[src/rtl/gray_pkg.sv]
// rtl/gray_pkg.sv - shared Gray-code helpers, mode constants and operation encoding
package gray_pkg;

  localparam int MAX_W     = 64;
  localparam int MODE_WRAP = 0;
  localparam int MODE_SAT  = 1;

  typedef logic [MAX_W-1:0] wide_t;

  // Operation selected for the next clock edge, in priority order load > count > hold.
  typedef enum logic [1:0] {
    OP_HOLD = 2'd0,
    OP_LOAD = 2'd1,
    OP_UP   = 2'd2,
    OP_DOWN = 2'd3
  } cnt_op_e;

  // Callers zero-extend into wide_t; zero upper bits leave narrower results intact.
  function automatic wide_t bin2gray(input wide_t b);
    return b ^ (b >> 1);
  endfunction

  function automatic wide_t gray2bin(input wide_t g);
    wide_t b;
    b[MAX_W-1] = g[MAX_W-1];
    for (int i = MAX_W - 2; i >= 0; i--) begin
      b[i] = b[i+1] ^ g[i];
    end
    return b;
  endfunction

endpackage

[src/rtl/gray2bin_conv.sv]
// rtl/gray2bin_conv.sv - combinational Gray-to-binary prefix-XOR converter
module gray2bin_conv #(
  parameter int WIDTH = 4
) (
  input  logic [WIDTH-1:0] gray_i,
  output logic [WIDTH-1:0] bin_o
);

  // Each binary bit is the XOR of all Gray bits at or above its position.
  for (genvar i = 0; i < WIDTH; i++) begin : g_bit
    assign bin_o[i] = ^gray_i[WIDTH-1:i];
  end

endmodule

[src/rtl/gray_updown_counter_param.sv]
// rtl/gray_updown_counter_param.sv - parametrised Gray/binary up/down counter
// with load, wrap-or-saturate mode and a one-cycle limit pulse.
module gray_updown_counter_param
  import gray_pkg::*;
#(
  parameter int WIDTH     = 4,
  parameter int SATURATE  = MODE_WRAP,
  parameter int LOAD_GRAY = 1
) (
  input  logic             clk_i,
  input  logic             rst_n_i,
  input  logic             en_i,
  input  logic             upd_i,
  input  logic             ld_i,
  input  logic [WIDTH-1:0] ld_val_i,
  output logic [WIDTH-1:0] cb_o,
  output logic [WIDTH-1:0] cg_o,
  output logic             lim_o
);

  localparam logic [WIDTH-1:0] CNT_MAX  = '1;
  localparam logic [WIDTH-1:0] CNT_ZERO = '0;

  logic [WIDTH-1:0] cb_q, cb_d;
  logic [WIDTH-1:0] cg_q, cg_d;
  logic             lim_q, lim_d;
  logic [WIDTH-1:0] ld_bin;
  cnt_op_e          op;

  if (LOAD_GRAY != 0) begin : g_ld_gray
    gray2bin_conv #(
      .WIDTH (WIDTH)
    ) u_ld_conv (
      .gray_i (ld_val_i),
      .bin_o  (ld_bin)
    );
  end else begin : g_ld_bin
    assign ld_bin = ld_val_i;
  end

  always_comb begin
    op = OP_HOLD;
    if (ld_i) begin
      op = OP_LOAD;
    end else if (en_i) begin
      op = upd_i ? OP_UP : OP_DOWN;
    end
  end

  always_comb begin
    cb_d  = cb_q;
    lim_d = 1'b0;
    unique case (op)
      OP_LOAD: cb_d = ld_bin;
      OP_UP: begin
        if (cb_q == CNT_MAX) begin
          lim_d = 1'b1;
          cb_d  = (SATURATE == MODE_SAT) ? cb_q : CNT_ZERO;
        end else begin
          cb_d = cb_q + 1'b1;
        end
      end
      OP_DOWN: begin
        if (cb_q == CNT_ZERO) begin
          lim_d = 1'b1;
          cb_d  = (SATURATE == MODE_SAT) ? cb_q : CNT_MAX;
        end else begin
          cb_d = cb_q - 1'b1;
        end
      end
      default: cb_d = cb_q;
    endcase
  end

  // Gray is derived from the next binary value so both outputs move together.
  always_comb begin
    cg_d = WIDTH'(bin2gray(wide_t'(cb_d)));
  end

  always_ff @(posedge clk_i or negedge rst_n_i) begin
    if (!rst_n_i) begin
      cb_q  <= '0;
      cg_q  <= '0;
      lim_q <= 1'b0;
    end else begin
      cb_q  <= cb_d;
      cg_q  <= cg_d;
      lim_q <= lim_d;
    end
  end

  assign cb_o  = cb_q;
  assign cg_o  = cg_q;
  assign lim_o = lim_q;

endmodule
[config.mk]
export PLATFORM = sky130hd
export DESIGN_NAME = gray_updown_counter_param
export DESIGN_NICKNAME = d
export VERILOG_FILES = /design/src/rtl/gray_pkg.sv /design/src/rtl/gray2bin_conv.sv /design/src/rtl/gray_updown_counter_param.sv
export SDC_FILE = /design/constraint.sdc
export NUM_CORES = 1
export LEC_CHECK = 0
export BUFFER_PORTS_ARGS = -buffer_cell sky130_fd_sc_hd__buf_4
export CORE_MARGIN = 2
export CORE_UTILIZATION = 40
export CTS_BUF_LIST = sky130_fd_sc_hd__clkbuf_4 sky130_fd_sc_hd__clkbuf_8
export CTS_CLUSTER_DIAMETER = 60
export DETAILED_ROUTE_END_ITERATION = 10
export PLACE_DENSITY = 0.64
export SLEW_MARGIN = 20
export SYNTH_ARGS = -nofsm -noshare
export SYNTH_HDL_FRONTEND = slang
export SYNTH_HIERARCHICAL = 1
export SYNTH_SLANG_ARGS = --single-unit
[constraint.sdc]
create_clock -name clk_i -period 4.86 [get_ports clk_i]
set_clock_uncertainty 0.15 [all_clocks]
set_input_delay 0.243 -clock clk_i [delete_from_list [all_inputs] [get_ports clk_i]]
set_output_delay 0.243 -clock clk_i [all_outputs]
set_load 0.005 [all_outputs]
* Word-level counts from Yosys, hierarchy flattened
Cells that the tools add are included.
** Cells by class
- Add/sub/neg operators :: 2
- Equal/unequal tests :: 4
- Muxes and demuxes :: 9
- Bitwise operators :: 1
- Reductions and logical operators :: 4
** Operators with widths (count)
- one-hot mux 4 bit (3 select lines) :: 1
- 2-to-1 mux 4 bit :: 2
- adder 4 x 1 -> 4 bit, second input constant :: 1
- == test 2 bit, second input constant :: 2
- == test 4 bit, second input constant :: 1
- logical NOT 4 bit :: 1
- 2-to-1 mux 2 bit :: 2
- parity 4 bit :: 1
- subtractor 4 x 1 -> 4 bit, second input constant :: 1
- XOR 4 x 3 -> 4 bit :: 1
- 2-to-1 mux 1 bit :: 3
- parity 3 bit :: 1
- == test 2 x 1 -> 1 bit, second input constant :: 1
- one-hot mux 1 bit (2 select lines) :: 1
- parity 2 bit :: 1
** Storage, ports and cells
- Register bits after elaboration :: 9
- Output and inout port bits :: 9
- Logic and storage cells :: 23

* Depth between registers and ports, before layout
- Depth in word-level cells :: 6
- Gate-level depth with buffers :: 7

* Modules after synthesis
The synthesis kept the hierarchy.
** By module, submodules not included
- gray_updown_counter_param :: times used 1, cells each 59, area an instance 541.8 sq um
- gray2bin_conv :: times used 1, cells each 5, area an instance 50.0 sq um

* Worst setup path after synthesis
No wires, ideal clock.
- Kind :: register to register
- Start :: register cb_q[2] (netlist: cb_o[2])
- End :: register cg_q[2] (netlist: cg_o[2])
- Library setup time :: 0.130 ns
- Arrival :: 1.492 ns
- Setup slack :: 3.088 ns
- Stages on the path, launching flop included :: 7
- Clock period less this slack :: 1.772 ns
- Path through :: dfrtp_1 -> buf_6 -> or4b_1 -> o31ai_1 -> o41ai_1 -> o32a_2 -> xor2_1
** Between the ends
- Longest elaborated chain between the ends :: 4
** Ends and longest elaborated chain
- start: declaration :: line gray_updown_counter_param.sv:24 : logic [WIDTH-1:0] cb_q, cb_d;
- start signal: assignment :: line gray_updown_counter_param.sv:82 : cb_q <= '0;
- start signal: assignment :: line gray_updown_counter_param.sv:86 : cb_q <= cb_d;
- subtractor 4 x 1 -> 4 bit (tied with other cells) :: line gray_updown_counter_param.sv:68 : cb_d = cb_q - 1'b1;
- 2-to-1 mux 4 bit, on equally long branches :: line gray_updown_counter_param.sv:64, gray_updown_counter_param.sv:56
- one-hot mux 4 bit (3 select lines) * :: line gray_updown_counter_param.sv:53 : unique case (op)
- named net cb_d[3] :: line gray_updown_counter_param.sv:24
- XOR 4 x 3 -> 4 bit * :: line gray_pkg.sv:20 : return b ^ (b >> 1);
- named net cg_d[2] :: line gray_updown_counter_param.sv:25 : logic [WIDTH-1:0] cg_q, cg_d;
- end signal: assignment :: line gray_updown_counter_param.sv:87 : cg_q <= cg_d;
- end: declaration :: line gray_updown_counter_param.sv:25
The timed path passes the listed nets; every way through them passes the cells marked *.

* Worst setup path after layout
- Start :: register cb_q[0] (netlist: cb_o[0])
- End :: register cg_q[2] (netlist: cg_o[2])
Same word-level chain as after synthesis.

==> flow_summary.yaml <==
status:
  status: "finished clean"
pwr:
  powerDensity_mw_per_mm2: 360
  ir_drop_mv: 0.180
  pwr-share-seq_pct: 39.4
  internal-power_uw: 173
  p_sw_uw: 89.0
  leakage_uw: 0.000329
  pwr-share-clk_pct: 19.1
  combPwrFrac_pct: 41.5
  p_sw_share_pct: 34.0
layout:
  layout-drive-gt1-share_pct: 30.0
  area_growth_pct: 23.0
  final_common_cell: "buf_4"
  num_antenna_cells: 0
  fillers: 132
  nets: 93
  final_cell_mix: "17 x buf_4, 8 x dfrtp_1, 7 x xnor2_1, 6 x nor2_1, 5 x inv_1"
worst_setup_path:
  r2r_cells: 7
  arrival_ns: 1.89
  worstReg2RegStart: "cb_o[0]"
  path_depth: 7
  path_delay_family: "flip-flops"
  path_max_fanout: 8
  endpoint_kind: "register"
  max_stage_delay_ns: 0.48
  startpoint_type: "register"
  crit_type: "register to register"
  cp_cell_sequence: "inv_1 > ha_1 > xnor2_1 > nor3_1 > o31ai_1 > o21ai_2 > xor2_1"
  cp_num_buf_inv: 1
  cpMaxStageDelayCell: "dfrtp_1"
  critPathRequiredTime_ns: 4.83
  r2r_slack_ns: 2.94
  reg2reg_to: "cg_o[2]"
timing:
  tightest_slew_ns: 0.337
  fmax_ghz: 0.521
  setup-violations-final: 0
  relSlewSlack_pct: 77.3
  hold_viol: 0
  rsz0062_at_grt: "no"
  tns_ns: 0
  setup_slack_ns: 2.94
  drv_slew: 0
  period_needed_ns: 1.92
  period_share_pct: 39.5
global_route:
  grt_remaining_overflow: 0
  antenna_found_initial: 0
  grt_max_degree: 14
  grt_pass1_vias: 465
  grt_pass1_wl_um: 2050
  grt_usage_pct: 15.1
routing:
  vias: 493
  via_per_inst: 5.19
  wl_per_cell_um: 12.9
  drtIter0Drc: 14
  postRouteAntennaNets: 0
  drt_first_pass_iters: 4
  wirelength_um: 1230
  drcViolationCount: 0
min_path:
  holdPathEnd: "cb_o[0]"
  hold_path.class: "primary input to register"
  hold_depth: 2
  min_from: "ld_i"
cts:
  post-cts-setup-buffer-count: 0
  path_clk_slew_ns: 0.06
  cts_tree: "built"
  cts_buffers: 3
  clock_sinks: 8
  insertion_delay_ns: 0.25
  clock_path_buffers: 2
  htreeDepth: 1
  root_buffer: "clkbuf_4"
floorplan:
  pin_count: 18
  coreArea_sq_mm: 0.00133
  std_cell_rows: 13
  initial_core_util_pct: 44.4
  dieArea_sq_mm: 0.00180
  die_h_um: 42.5
  die_w_um: 42.5
synth:
  synthCells: 64
  synth_nets: 75
  async_flop_share_pct: 100
  synthFlopType: "dfrtp_1"
  yosys.cell_types.count: 29
  ys_seq_elements: 8
  synth.avg_cell_area_sq_um: 9.25
  yosysSeqAreaShare_pct: 33.8
  ys.warnings.count: 6
  syn_area_sq_um: 592
  synth_edf_count: 0
placement:
  dp.final_hpwl_um: 924
  portBuffers: 17
  pre_cts_ws_ns: 2.99
  gp_congestion: 0.766
run:
  maxCapViolations: 0
[Yosys cell counts (2+ instances only)]
master | n | share of area [%]
buf_6 | 2 | 3.8
xnor2_1 | 7 | 10
o31ai_1 | 2 | 2.5
nand3_1 | 4 | 3.4
buf_4 | 2 | 2.5
inv_1 | 5 | 3.2
dfrtp_1 | 8 | 34
xor2_1 | 2 | 3.0
ha_1 | 2 | 4.2
nor3_1 | 2 | 1.7
nor2_1 | 6 | 3.8
a21oi_1 | 4 | 3.4
o21ai_0 | 2 | 1.7
[cells by family after synthesis]
logic type,share of synthesized area [%]
AO/OA/AOI/OAI,15.0
XOR/XNOR,16.1
adder cells (fa/ha/maj),4.23
buffers and inverters,10.4
flip-flops,33.8
multiplexers,1.69
AND/OR/NAND/NOR,18.8
[sequential cells by signal (all words and copies together), names as in the netlist]
signal  cells
cb_o        4
lim_o       1
cg_o        3
[power groups by stage]
| stage | Combinational (uW) | Clock [uW] | Sequential [uW] |
|---|---|---|---|
| floorplan | 72.5 | 0 | 99.4 |
| global placement | 109 | 0 | 104 |
| detailed placement | 109 | 0 | 104 |
| CTS | 110 | 51.1 | 103 |
| global route | 121 | 53.8 | 106 |
| finish | 109 | 50.2 | 103 |
[timing repair]
item | CTS | global route
resized for setup | 0 | 0
hold buffers | 1 | 0
setup endpoints to repair | 0 | 0
hold endpoints to repair | 8 | 0
[per-stage QoR]
stage | power, uW | area, sq um | hold WS, ns | std cells | utilization (%)
after floorplan | 172 | 592 | -0.203 | 64 | -
after global placement | 213 | 696 | -0.0847 | 91 | 52.2
after detailed placement | 213 | 696 | -0.0850 | 91 | 52.2
after CTS | 264 | 728 | 0.156 | 95 | 54.6
after global routing | 281 | 728 | 0.169 | 95 | 54.6
final | 262 | 728 | 0.157 | 95 | 54.6
[worst reg2reg max path, cell delays in order, from the launching register on]
cell     delay (ns)
dfrtp_1        0.48
inv_1          0.10
ha_1           0.27
xnor2_1        0.15
nor3_1         0.07
o31ai_1        0.28
o21ai_2        0.13
xor2_1         0.16
[final cells by class]
| cell class | count | area, sq um | area share, % |
|---|---|---|---|
| clock buffer | 3 | 22.5 | 3.09 |
| inverter | 5 | 18.8 | 2.58 |
| multi-input combinational | 46 | 330 | 45.4 |
| sequential | 8 | 200 | 27.5 |
| tap | 15 | 18.8 | 2.58 |
| timing repair buffer | 18 | 138 | 18.9 |
[worst max-delay path by stage]
stage	startpoint	to	slack, ns
finish	cb_o[0]	cg_o[2]	2.94
global route	cb_o[1]	cg_o[2]	2.79
CTS	cb_o[0]	cg_o[2]	2.95
detailed placement	cb_o[0]	cg_o[2]	2.99
global placement	cb_o[0]	cg_o[2]	2.94
floorplan	cb_o[2]	cg_o[2]	3.09
[routing by layer]
metal	wire length [um]	vias up	global-route usage (%)
li1	-	251	-
met4	14	0	7.50
met5	0	-	0
met1	576	225	18.9
met2	586	15	25.8
met3	48	2	1.29
(Power assumes the default switching activity.)
